**config.mk**
```make
export PLATFORM = sky130hd
export DESIGN_NAME = gcd_host
export DESIGN_NICKNAME = d
export VERILOG_FILES = /design/src/rtl/gcd_pkg.sv /design/src/rtl/gcd_host.sv
export SDC_FILE = /design/constraint.sdc
export NUM_CORES = 1
export LEC_CHECK = 0
export BUFFER_PORTS_ARGS = -buffer_cell sky130_fd_sc_hd__buf_4
export CORE_MARGIN = 1
export CORE_UTILIZATION = 25
export CTS_CLUSTER_DIAMETER = 60
export DETAILED_ROUTE_END_ITERATION = 8
export HOLD_SLACK_MARGIN = 0.05
export PLACE_DENSITY = 0.46
export REMOVE_ABC_BUFFERS = 1
export SLEW_MARGIN = 15
export SYNTH_ARGS = -nofsm -noshare
export SYNTH_HDL_FRONTEND = slang
export SYNTH_SLANG_ARGS = --single-unit
```
**constraint.sdc**
```tcl
create_clock -name clk -period 2.5 [get_ports clk]
set_input_delay 0.125 -clock clk [delete_from_list [all_inputs] [get_ports clk]]
set_output_delay 0.125 -clock clk [all_outputs]
set_load 0.02 [all_outputs]
```
**src/rtl/gcd_pkg.sv**
```systemverilog
// Shared definitions for the GCD host: default widths and FSM state encoding.
package gcd_pkg;

   // Default operand/result width and WAIT-state abort limit.
   localparam int GCD_W       = 4;
   localparam int GCD_TIMEOUT = 31;

   // FSM state encoding kept as plain constants so older tools can use them too.
   localparam logic [1:0] ST_IDLE = 2'd0;
   localparam logic [1:0] ST_LOAD = 2'd1;
   localparam logic [1:0] ST_WAIT = 2'd2;
   localparam logic [1:0] ST_HOLD = 2'd3;

   // Named view of the same encoding, handy for debug and waveform decoding.
   typedef enum logic [1:0] {
      IDLE = ST_IDLE,
      LOAD = ST_LOAD,
      WAIT = ST_WAIT,
      HOLD = ST_HOLD
   } gcd_state_e;

endpackage

```
**src/rtl/gcd_host.sv**
```systemverilog
// Host controller for an external GCD engine: accepts an operand pair,
// short-circuits zero operands, otherwise loads the engine, waits for its
// result with a timeout, and holds the result until the consumer takes it.
import gcd_pkg::*;

module gcd_host #(
   parameter int W       = GCD_W,
   parameter int TIMEOUT = GCD_TIMEOUT
) (
   input  logic         clk,
   input  logic         rst,
   input  logic         run,
   input  logic         in_valid,
   output logic         in_ready,
   input  logic [W-1:0] in_x,
   input  logic [W-1:0] in_y,
   output logic         eng_rst,
   output logic [W-1:0] eng_xin,
   output logic [W-1:0] eng_yin,
   input  logic [W-1:0] eng_gcd,
   input  logic         eng_done,
   output logic         res_valid,
   input  logic         res_ready,
   output logic [W-1:0] res_gcd,
   output logic         res_err,
   output logic         busy
);

   // Counter wide enough to reach TIMEOUT without wrapping.
   localparam int CW = (TIMEOUT < 1) ? 1 : $clog2(TIMEOUT + 1);

   logic [1:0]    state_q,   state_d;
   logic [CW-1:0] cnt_q,     cnt_d;
   logic [W-1:0]  op_x_q,    op_x_d;
   logic [W-1:0]  op_y_q,    op_y_d;
   logic [W-1:0]  res_gcd_q, res_gcd_d;
   logic          res_err_q, res_err_d;
   logic          accept;

   // Status outputs are decoded from state only; in_ready is also masked by
   // rst so nothing can be offered as accepted while reset is asserted.
   assign in_ready  = run && !rst && (state_q == ST_IDLE);
   assign accept    = in_valid && in_ready;
   assign busy      = (state_q != ST_IDLE);
   assign res_valid = (state_q == ST_HOLD);
   assign eng_rst   = (state_q != ST_WAIT);
   assign eng_xin   = op_x_q;
   assign eng_yin   = op_y_q;
   assign res_gcd   = res_gcd_q;
   assign res_err   = res_err_q;

   // Next-state and datapath update for the IDLE/LOAD/WAIT/HOLD sequence.
   always_comb begin
      state_d   = state_q;
      cnt_d     = cnt_q;
      op_x_d    = op_x_q;
      op_y_d    = op_y_q;
      res_gcd_d = res_gcd_q;
      res_err_d = res_err_q;
      case (state_q)
         ST_IDLE: begin
            if (accept) begin
               op_x_d = in_x;
               op_y_d = in_y;
               // A zero operand makes the gcd the other operand (gcd(0,0)=0);
               // the subtractive engine would never converge on it.
               if ((in_x == '0) || (in_y == '0)) begin
                  res_gcd_d = in_x | in_y;
                  res_err_d = 1'b0;
                  state_d   = ST_HOLD;
               end else begin
                  state_d   = ST_LOAD;
               end
            end
         end
         ST_LOAD: begin
            // Engine captures operands here while still parked.
            cnt_d   = '0;
            state_d = ST_WAIT;
         end
         ST_WAIT: begin
            cnt_d = cnt_q + CW'(1);
            // Engine completion takes priority over a simultaneous timeout.
            if (eng_done) begin
               res_gcd_d = eng_gcd;
               res_err_d = 1'b0;
               state_d   = ST_HOLD;
            end else if (cnt_q == CW'(TIMEOUT)) begin
               res_gcd_d = '0;
               res_err_d = 1'b1;
               state_d   = ST_HOLD;
            end
         end
         ST_HOLD: begin
            if (res_ready) begin
               state_d = ST_IDLE;
            end
         end
         default: begin
            state_d = ST_IDLE;
         end
      endcase
   end

   // State and data registers; reset aborts any operation in progress.
   always_ff @(posedge clk or posedge rst) begin
      if (rst) begin
         state_q   <= ST_IDLE;
         cnt_q     <= '0;
         op_x_q    <= '0;
         op_y_q    <= '0;
         res_gcd_q <= '0;
         res_err_q <= 1'b0;
      end else begin
         state_q   <= state_d;
         cnt_q     <= cnt_d;
         op_x_q    <= op_x_d;
         op_y_q    <= op_y_d;
         res_gcd_q <= res_gcd_d;
         res_err_q <= res_err_d;
      end
   end

endmodule

```
== Word level (Yosys, flattened, before mapping) ==
Cells that the tools add are included.

* Output and inout port bits: 17
* Register bits: 20
* Word-level logic and storage cells: 48
* Input bits: 18

* Add/sub/neg operators: 1
* Eq/ne operators: 9
* Reductions and logical operators: 14
* Multiplexer cells: 17
* Bitwise operators: 1

{| class="wikitable"
|+ Operators with widths
! operator !! count
|-
| two-way mux 4 bit || 4
|-
| two-way mux 2 bit || 5
|-
| case mux 5 bit (2 select lines) || 1
|-
| logical NOT 4 bit || 2
|-
| case mux 2 bit (4 select lines) || 1
|-
| case mux 4 bit (2 select lines) || 1
|-
| nonzero test 2 bit || 3
|-
| adder 5 x 1 -> 5 bit, second input constant || 1
|-
| equality test 5 bit, second input constant || 1
|-
| equality test 2 bit, second input constant || 2
|-
| two-way mux 1 bit || 4
|-
| inequality test 2 x 1 -> 1 bit, second input constant || 2
|-
| inequality test 2 bit, second input constant || 2
|-
| OR 4 bit || 1
|-
| AND reduction 4 bit || 1
|-
| logical AND 1 bit || 3
|-
| inequality test 3 bit, second input constant || 1
|-
| AND reduction 3 bit || 1
|-
| equality test 2 x 1 -> 1 bit, second input constant || 1
|-
| logical NOT 2 bit || 1
|-
| case mux 1 bit (2 select lines) || 1
|-
| AND reduction 2 bit || 1
|-
| logical NOT 1 bit || 1
|-
| logical OR 1 bit || 1
|}

== Logic depth before layout (Yosys ltp) ==
Gate-level depths: netlist of run 1.

* Depth after elaboration: 6
* Mapped depth: 7

== Worst setup path after synthesis of run 1 ==
OpenSTA, ideal clock, no wires.

* Path kind: reg2reg
* From: reg cnt_q[0]
* To: reg res_err_q (netlist: res_err)
* Stages on the path, launching flop included: 8
* Buffers on the path: 0
* Setup time: 0.128 ns
* Arrival: 1.808 ns
* Period minus slack after synthesis: 1.935 ns
* Required time: 2.372 ns
* Setup slack: 0.565 ns
* Cell sequence: dfrtp_1 ha_1 and3_1 ha_1 nor3b_4 or3_1 o31ai_4 mux2_1

* Cells in the longest elaborated chain, start to end: 3

{| class="wikitable"
|+ Ends and longest elaborated chain
! item !! RTL line !! source
|-
| start: declaration || gcd_host.sv:33 || <nowiki>logic [CW-1:0] cnt_q, cnt_d;</nowiki>
|-
| start signal: assignment || gcd_host.sv:116 || <nowiki>cnt_q <= cnt_d;</nowiki>
|-
| equality test 5 bit || gcd_host.sv:88 || <nowiki>end else if (cnt_q == CW'(TIMEOUT)) begin</nowiki>
|-
| inequality test 3 bit (no line) || - ||
|-
| AND reduction 4 bit (no line) || - ||
|-
| end signal: assignment || gcd_host.sv:120 || <nowiki>res_err_q <= res_err_d;</nowiki>
|-
| end: declaration || gcd_host.sv:37 || <nowiki>logic res_err_q, res_err_d;</nowiki>
|}

No other way between the ends.
A chain may end at the register's enable or synchronous reset.

== Worst setup path after layout of run 1 ==
* From: reg state_q[0]
* To: reg res_gcd_q[0] (netlist: res_gcd[0])

* Cells in the longest elaborated chain, start to end: 5

{| class="wikitable"
|+ Ends and longest elaborated chain
! item !! RTL line !! source
|-
| start: declaration || gcd_host.sv:32 || <nowiki>logic [1:0] state_q, state_d;</nowiki>
|-
| start signal: assignment || gcd_host.sv:115 || <nowiki>state_q <= state_d;</nowiki>
|-
| logical NOT 2 bit || gcd_host.sv:42, gcd_host.sv:60 ||
|-
| logical AND 1 bit || gcd_host.sv:42 || <nowiki>assign in_ready = run && !rst && (state_q == ST_IDLE);</nowiki>
|-
| logical AND 1 bit || gcd_host.sv:43 || <nowiki>assign accept = in_valid && in_ready;</nowiki>
|-
| inequality test 2 bit (no line) || - ||
|-
| AND reduction 4 bit (no line) || - ||
|-
| end signal: assignment || gcd_host.sv:119 || <nowiki>res_gcd_q <= res_gcd_d;</nowiki>
|-
| end: declaration || gcd_host.sv:36 || <nowiki>logic [W-1:0] res_gcd_q, res_gcd_d;</nowiki>
|}

Several ways; a longest one is shown, not always the timed one.

==> results by group, run 1 <==
STA
  • Crit share post-route: 0.856
  • Setup TNS: 0 ns
  • Worst hold slack: 0.106 ns
  • Fin. Hold Viols: 0
  • Slew headroom: 0.680
  • Endpoints failing setup: 0
  • PnR worst setup slack: 0.359 ns
  • Final slew viol count: 0
  • RSZ-0062 raised after global routing: no
  • Fmax: 0.467 GHz
  • Max Clock Skew: 0.00856 ns
  • Measured slew at the worst slew-check pin: 0.480 ns
  • Tmin final: 2.14 ns

Place
  • Placed Instances: 175
  • Pre-CTS setup slack: 0.356 ns
  • Dpl hpwl: 1.81 mm
  • RePlAce Congestion: 0.779
  • Port Buffers: 34

Drt
  • Starting DRT DRC Count: 33
  • DRT antenna net count: 0
  • Total Wirelength: 2.22 mm
  • Top Metal Used: met4
  • Wire length on met1: 1.02 mm
  • 1st-pass router iterations: 4
  • Post-route DRC: 0
  • Met2 WL: 1.03 mm
  • DR WL met3: 150 um
  • Wirelength per Cell: 12.3 um
  • DR vias: 813
  • Via-per-instance ratio: 4.52

Power
  • Internal Power: 1.01 mW
  • Pwr dens: 1180 nW/um^2
  • Logic pwr share: 0.532
  • Sw frac: 0.402
  • Clock power share: 0.147
  • Seq pwr share: 0.321
  • Lkg Pwr: 0.680 nW
  • NetSw: 677 uW
  • Peak VDD IR: 0.000435 V

Worst setup path
  • Buf+Inv Stages, Crit Path: 2
  • CP peak stage delay: 0.47 ns
  • Required @ worst endpoint: 2.64 ns
  • Crit path max fanout: 15
  • Crit path launch: state_q[0]$_DFFE_PP0P_
  • FF-to-FF setup slack: 0.36 ns
  • WP data arrival: 2.28 ns
  • Worst Setup Start Kind: flip-flop
  • Worst-path cell chain: inv_1 > ha_1 > inv_2 > or3_1 > o31ai_4 > mux2_1
  • Cells on worst reg2reg path: 6
  • Crit end category: flip-flop
  • Crit-path leading delay family: adder cells
  • Reg2reg start: state_q[0]$_DFFE_PP0P_
  • CP Depth: 6
  • RR Endpoint: res_gcd[0]$_DFFE_PP0P_
  • Worst path slowest cell: ha_1
  • Crit Path Class: flip-flop to flip-flop
  • Worst setup path end: res_gcd[0]$_DFFE_PP0P_

Synth
  • Adder-cell share of the synthesized area: 0.0720
  • Post-synthesis xor/xnor area fraction: 0
  • Largest family of logic cells by synthesized area: multiplexers
  • Post-synth top area share: 0.480
  • Synth Area in Compound Gates: 0.0984
  • Sequential fraction of the synthesis area: 0.480
  • Syn Std Cell Area: 1040 sq um
  • Post-synth top area cell: dfrtp_1
  • Synth warnings: 0
  • Synth Area per Inst: 11.3 sq um
  • Synth Area in Simple Gates: 0.149
  • Largest cells by area after synthesis: dfrtp_1, mux2_1, ha_1, nand3_1, mux2_2
  • Synth cell types: 23
  • Mux cell area share after synthesis: 0.161
  • Cells after Synth: 92
  • Yosys reg bits: 20

Die
  • FP Rows: 23
  • Die area: 4430 sq um
  • Core footprint: 4000 sq um
  • Starting Density: 0.261
  • Io pins: 35
  • Die width: 66.6 um
  • Die Ht: 66.6 um

Final layout
  • Post-route non-filler standard cell count: 180
  • Area taken by flip-flops and latches: 500 sq um
  • Diode count: 0
  • Share of cells above drive strength 1: 0.362
  • Area Overhead vs Synth: 36.7%
  • Total Nets Final: 155
  • Multi-input gate area: 500 sq um
  • Fillcell total: 404

Clocking
  • Hold-fix buffers at CTS: 1
  • Resize count post-CTS: 0
  • Post-CTS Setup Repair Bufs: 0
  • CTS tree: built
  • Clock Root Buffer: clkbuf_8
  • Clk_lat worst skew: 0.26 ns
  • Clk buf depth: 2
  • Clock slew at reported path FFs: 0.08 ns
  • Num Clock Sinks: 20
  • CTS buffer count: 3
  • H-tree depth: 1

Global routing
  • Vias in the first global route: 840
  • Gr ovfl total: 0
  • GRT Total Usage: 0.118
  • Initial antenna violation count: 0
  • Pin count of the biggest net entering global routing: 22
  • First-pass GRT wire length: 3.87 mm

Run
  • Max Cap Viol: 0

Min path
  • WHS Path Cells: 2
  • Worst Hold Class: input pin to flip-flop

Outcome
  • Outcome: completed
final cells by class:
cell class,instances,share of cell area
inverters,9,0.0237
clock buffers,4,0.0386
multi-input cells,61,0.351
well taps,50,0.0439
repair buffers,36,0.191
flip-flops and latches,20,0.351
flip-flops by register name, indices dropped and copies added (netlist names):
name     flops
eng_yin      4
res_gcd      4
eng_xin      4
res_err      1
state_q      2
cnt_q        5
cells in the final DEF (no fill, tap or decap):
master         count
buf_4             35
or3_1              1
nor3b_4            1
a221oi_2           1
o31ai_4            1
mux2i_1            1
o22ai_1            1
nor3b_1            1
mux2_1            11
ha_1               6
clkbuf_8           4
inv_1              8
o21ai_0            5
nand4b_4           1
and3_1             2
a21oi_1            2
dfrtp_1           20
nor4_1             2
dlygate4sd3_1      1
inv_2              1
nand2_1            2
nand3_1            8
mux2_2             3
nor2_1             7
o21ai_1            5
logic make-up after synthesis:
kind of cell             Yosys count
multiplexers                      15
AO/OA/AOI/OAI                     15
buffers and inverters             11
AND/OR/NAND/NOR                   25
adder cells (fa/ha/maj)            6
flip-flops                        20
per-layer routing:
layer | track usage | vias to the layer above
met2 | 0.177 | 27
met3 | 0.0342 | 2
li1 | - | 400
met4 | 0.0612 | 0
met1 | 0.151 | 384
met5 | 0 | -
cell usage after synthesis:
library cell and count:
dfrtp_1 20, mux2_1 11, inv_1 8, nand3_1 8, nor2_1 7, ha_1 6
o21ai_0 5, o21ai_1 5, mux2_2 3, a21oi_1 2, and3_1 2, clkbuf_1 2
nand2_1 2, nor4_1 2, a221oi_2 1, inv_2 1, mux2i_1 1, nand4b_4 1
nor3b_1 1, nor3b_4 1, o22ai_1 1, o31ai_4 1, or3_1 1
worst min path at each step:
stage                       start                      to  slack (ns)
after global placement        rst  eng_yin[2]$_DFFE_PP0P_        0.19
after detailed placement      rst  eng_yin[2]$_DFFE_PP0P_        0.19
after global routing      in_y[2]  eng_yin[2]$_DFFE_PP0P_         0.1
after floorplan               rst    cnt_q[0]$_DFFE_PP0P_        0.09
after CTS                 in_x[0]  eng_xin[0]$_DFFE_PP0P_         0.1
final                     in_x[1]  eng_xin[1]$_DFFE_PP0P_        0.11
stage by stage:
| stage | power (mW) | util | cell area, sq um |
|---|---|---|---|
| global placement | 1.45 | 0.340 | 1360 |
| floorplan | 1.12 | - | 1030 |
| finish | 1.68 | 0.356 | 1430 |
| CTS | 1.71 | 0.356 | 1430 |
| global route | 1.82 | 0.356 | 1430 |
| detailed placement | 1.46 | 0.340 | 1360 |
power groups by stage:
stage	Combinational, mW	Sequential (mW)	Clock, mW
2_1_floorplan	0.457	0.662	0
3_3_place_gp	0.909	0.543	0
3_5_place_dp	0.915	0.548	0
4_1_cts	0.916	0.543	0.254
5_1_grt	0.984	0.561	0.273
6_report	0.896	0.541	0.247
Note: power is estimated with default switching activity, not from simulation.
==> inputs of run 2 (changes only) <==
- CELL_PAD_IN_SITES_DETAIL_PLACEMENT: default -> 1
- CELL_PAD_IN_SITES_GLOBAL_PLACEMENT: default -> 2
- HOLD_SLACK_MARGIN: 0.05 -> 0.15
- PLACE_DENSITY: 0.46 -> 0.67
==> results by group, run 2 (same netlist as run 1, synthesis figures left out) <==
Clocking
  • Clock slew at reported path FFs: 0.08 ns
  • Clk buf depth: 2
  • Num Clock Sinks: 20
  • Clk_lat worst skew: 0.26 ns
  • Clock Root Buffer: clkbuf_8
  • CTS buffer count: 3
  • CTS tree: built
  • H-tree depth: 1

STA
  • Fmax: 0.461 GHz
  • Measured slew at the worst slew-check pin: 0.503 ns
  • Max Clock Skew: 0.00375 ns
  • Crit share post-route: 0.868
  • Final slew viol count: 0
  • RSZ-0062 raised after global routing: no
  • Tmin final: 2.17 ns
  • Slew headroom: 0.665
  • Endpoints failing setup: 0
  • Fin. Hold Viols: 0
  • Setup TNS: 0 ns

Min path
  • Worst Hold Class: input pin to flip-flop
  • Hold_sp: eng_gcd[0]

Die
  • Io pins: 35
  • Die area: 4430 sq um
  • Die width: 66.6 um
  • Core footprint: 4000 sq um
  • Die Ht: 66.6 um
  • Starting Density: 0.261
  • FP Rows: 23

Final layout
  • Most frequent cells in the layout: buf_4, dfrtp_1, mux2_1, dlygate4sd3_1
  • Biggest register: cnt_q
  • Max FFs per register: 5
  • Util after Layout: 0.376
  • Share of cells above drive strength 1: 0.341
  • Total Nets Final: 163
  • Diode count: 0
  • Commonest non-fill, non-tap cell in the layout: buf_4
  • Area Overhead vs Synth: 44.4%

Place
  • RePlAce Congestion: 0.696
  • Dpl hpwl: 2.01 mm
  • Port Buffers: 34

Worst setup path
  • CP peak stage delay: 0.49 ns
  • Crit path max fanout: 15
  • Crit Path Class: flip-flop to flip-flop
  • Crit path launch: state_q[0]$_DFFE_PP0P_
  • WP data arrival: 2.31 ns
  • Required @ worst endpoint: 2.64 ns
  • Worst path slowest cell: ha_1
  • Worst Setup Start Kind: flip-flop
  • Reg2reg start: state_q[0]$_DFFE_PP0P_
  • FF-to-FF setup slack: 0.33 ns
  • Worst setup path end: res_gcd[2]$_DFFE_PP0P_
  • Cells on worst reg2reg path: 6
  • Worst-path cell chain: inv_1 > ha_1 > inv_2 > or3_1 > o31ai_4 > mux2_1
  • RR Endpoint: res_gcd[2]$_DFFE_PP0P_
  • Crit end category: flip-flop

Drt
  • Via-per-instance ratio: 4.52
  • DRT antenna net count: 0
  • Post-route DRC: 0
  • Wirelength per Cell: 13.9 um
  • Starting DRT DRC Count: 10
  • Total Wirelength: 2.61 mm
  • DR vias: 850
  • 1st-pass router iterations: 4

Power
  • Tot Pwr: 1.72 mW
  • Pwr dens: 1150 nW/um^2
  • Lkg Pwr: 0.713 nW
  • Peak VDD IR: 0.000396 V

Outcome
  • Outcome: completed

Global routing
  • First-pass GRT wire length: 4.32 mm
  • Pin count of the biggest net entering global routing: 22
  • Gr ovfl total: 0
  • Vias in the first global route: 917
  • GRT Total Usage: 0.131
  • Initial antenna violation count: 0

Run
  • Max Cap Viol: 0
## run 2: cell count changes in the layout (fill, tap and decap cells not counted), sizes merged
cell and change:
dlygate4sd3 +8
## run 2: worst max-delay path: cells and delay by family, from the launching register on
family                   cells  cell delay, ns
AO/OA/AOI/OAI                1            0.11
adder cells (fa/ha/maj)      1            0.49
multiplexers                 1            0.37
AND/OR/NAND/NOR              1            0.44
buffers and inverters        2            0.26
flip-flops                   1            0.38
## run 2: worst min-delay path by stage
| stage | endpoint | cells past startpoint | slack [ns] |
|---|---|---|---|
| finish | res_gcd[0]$_DFFE_PP0P_ | 4 | 0.21 |
| floorplan | cnt_q[0]$_DFFE_PP0P_ | 1 | 0.09 |
| CTS | res_gcd[0]$_DFFE_PP0P_ | 4 | 0.21 |
| global placement | state_q[1]$_DFFE_PP0P_ | 3 | 0.19 |
| detailed placement | state_q[1]$_DFFE_PP0P_ | 3 | 0.20 |
| global route | res_gcd[1]$_DFFE_PP0P_ | 4 | 0.25 |
## run 2: through the flow
step	area (sq um)	worst slack (ns)	cells	hold slack, ns
6_report	1510	0.329	188	0.214
4_1_cts	1510	0.316	188	0.215
2_1_floorplan	1030	0.517	90	0.0941
3_5_place_dp	1360	0.342	175	0.202
5_1_grt	1510	0.151	188	0.245
3_3_place_gp	1360	0.373	175	0.189
## run 2: per-layer routing
| metal | up-vias | share of wire | GRT usage |
|---|---|---|---|
| met2 | 25 | 0.50 | 0.230 |
| li1 | 416 | - | - |
| met5 | - | 0 | 0 |
| met1 | 407 | 0.45 | 0.157 |
| met4 | 0 | 0.0080 | 0.0399 |
| met3 | 2 | 0.046 | 0.0308 |
## run 2: layout make-up
cell class                 count  area [sq um]
fill                         438          2490
sequential                    20           500
multi-input combinational     61           500
timing repair buffer          44           353
tap                           50          62.6
clock buffer                   4          55.1
inverter                       9          33.8
## run 2: timing repair
item / in CTS / in global routing
setup buffers: 0 / 0
endpoints found under the hold margin: 28 / 0
resized for setup: 0 / 0
hold buffers: 9 / 0
endpoints found under the setup margin: 0 / 0
## run 2: power by group
part	switching, mW	leakage [nW]	internal (mW)	total [mW]
Combinational	0.511	0.435	0.415	0.927
Sequential	0.0841	0.249	0.461	0.545
Clock	0.111	0.0288	0.140	0.252
Total	0.707	0.713	1.02	1.72
==> inputs of run 3 (changes only) <==
- CORE_UTILIZATION: 25 -> 30
- PLACE_DENSITY: 0.67 -> 0.78
==> results by group, run 3 (same netlist as run 1, synthesis figures left out) <==
Outcome
  • Outcome: completed

Final layout
  • Total Nets Final: 163
  • Area taken by flip-flops and latches: 500 sq um
  • Most frequent cells in the layout: buf_4, dfrtp_1, mux2_1, dlygate4sd3_1
  • Area Overhead vs Synth: 40.8%
  • Max FFs per register: 5
  • Commonest non-fill, non-tap cell in the layout: buf_4
  • Share of cells above drive strength 1: 0.336
  • Multi-input gate area: 500 sq um
  • Diode count: 0
  • Post-route non-filler standard cell count: 183
  • Biggest register: cnt_q
  • Fillcell total: 388

Die
  • FP Rows: 21
  • Die Ht: 60.9 um
  • Io pins: 35
  • Starting Density: 0.312
  • Core footprint: 3340 sq um
  • Die area: 3710 sq um
  • Die width: 60.9 um

Place
  • RePlAce Congestion: 0.677
  • Dpl hpwl: 1.96 mm
  • Pre-CTS setup slack: 0.335 ns
  • Port Buffers: 34
  • Placed Instances: 171

Worst setup path
  • Required @ worst endpoint: 2.68 ns
  • WP data arrival: 2.37 ns
  • Worst Setup Start Kind: flip-flop
  • Crit end category: flip-flop
  • Crit Path Class: flip-flop to flip-flop
  • Crit path max fanout: 15

STA
  • RSZ-0062 raised after global routing: no
  • PnR worst setup slack: 0.309 ns
  • Worst hold slack: 0.185 ns
  • Endpoints failing setup: 0
  • Tmin final: 2.19 ns
  • Fmax: 0.456 GHz
  • Setup TNS: 0 ns
  • Measured slew at the worst slew-check pin: 0.538 ns
  • Final slew viol count: 0
  • Crit share post-route: 0.876
  • Max Clock Skew: 0.00683 ns
  • Fin. Hold Viols: 0
  • Slew headroom: 0.641

Global routing
  • Gr ovfl total: 0
  • First-pass GRT wire length: 4.28 mm
  • GRT Total Usage: 0.159
  • Pin count of the biggest net entering global routing: 22
  • Vias in the first global route: 905
  • Initial antenna violation count: 0

Drt
  • Via-per-instance ratio: 4.77
  • Wirelength per Cell: 14.6 um
  • DRT antenna net count: 0
  • Post-route DRC: 0
  • Starting DRT DRC Count: 9
  • DR vias: 872
  • Total Wirelength: 2.68 mm
  • 1st-pass router iterations: 4

Power
  • Seq pwr share: 0.333
  • Peak VDD IR: 0.000350 V
  • Internal Power: 931 uW
  • Sw frac: 0.423
  • Clock power share: 0.093
  • Lkg Pwr: 0.698 nW
  • NetSw: 684 uW
  • Logic pwr share: 0.574
  • Pwr dens: 1100 nW/um^2

Clocking
  • CTS tree: built
  • Clk_lat worst skew: 0.29 ns
  • Clk buf depth: 2
  • Clock Root Buffer: clkbuf_4
  • Post-CTS Setup Repair Bufs: 0
  • H-tree depth: 1
  • Clock slew at reported path FFs: 0.11 ns
  • Resize count post-CTS: 0
  • Num Clock Sinks: 20
  • Hold-fix buffers at CTS: 9
  • CTS buffer count: 3

Min path
  • Worst Hold Class: input pin to flip-flop

Run
  • Max Cap Viol: 0
run 3: changes by cell type in the layout (fill, tap and decap cells not counted), sizes merged:
cell / change
clkbuf: -1
run 3: power groups by stage:
stage          logic, mW  registers (mW)  clock network [mW]
2_1_floorplan      0.457           0.662                   0
3_3_place_gp       0.893           0.540                   0
3_5_place_dp       0.922           0.550                   0
4_1_cts            0.936           0.542               0.159
5_1_grt             1.03           0.557               0.169
6_report           0.926           0.538               0.151
run 3: metrics by stage:
step            util  total power, mW  cell area, sq um
3_3_place_gp   0.406             1.43              1360
2_1_floorplan      -             1.12              1030
4_1_cts        0.440             1.64              1470
3_5_place_dp   0.406             1.47              1360
5_1_grt        0.440             1.75              1470
6_report       0.440             1.61              1470
run 3: worst paths after layout:
check	from	to	slack [ns]	cells after the start
worst min register to register	eng_yin[1]$_DFFE_PP0P_	eng_yin[1]$_DFFE_PP0P_	0.50	1
worst max register to register	state_q[0]$_DFFE_PP0P_	res_gcd[3]$_DFFE_PP0P_	0.31	6
min in group asynchronous	rst	res_gcd[2]$_DFFE_PP0P_	0.43	4
max in group asynchronous	rst	eng_yin[1]$_DFFE_PP0P_	1.85	4
worst min-delay path	eng_gcd[1]	res_gcd[1]$_DFFE_PP0P_	0.18	4
worst max-delay path	state_q[0]$_DFFE_PP0P_	res_gcd[3]$_DFFE_PP0P_	0.31	6
run 3: per-layer routing:
layer	GRT usage	vias to the layer above	wire, um
li1	-	417	-
met1	0.205	432	1150
met2	0.273	19	1430
met3	0.0213	4	76
met4	0.0552	0	25
met5	0	-	0
run 3: area by class of cell:
type	instances	share of cell area
Tap cell	46	0.0392
Sequential cell	20	0.341
Clock buffer	3	0.0153
Timing Repair Buffer	44	0.240
Multi-Input combinational cell	61	0.341
Inverter	9	0.0230
run 3: worst max-delay path, stage by stage (launching register included):
cell and delay (ns):
dfrtp_1 0.41, inv_1 0.12, ha_1 0.51, inv_2 0.12
or3_1 0.44, o31ai_4 0.12, mux2_1 0.35
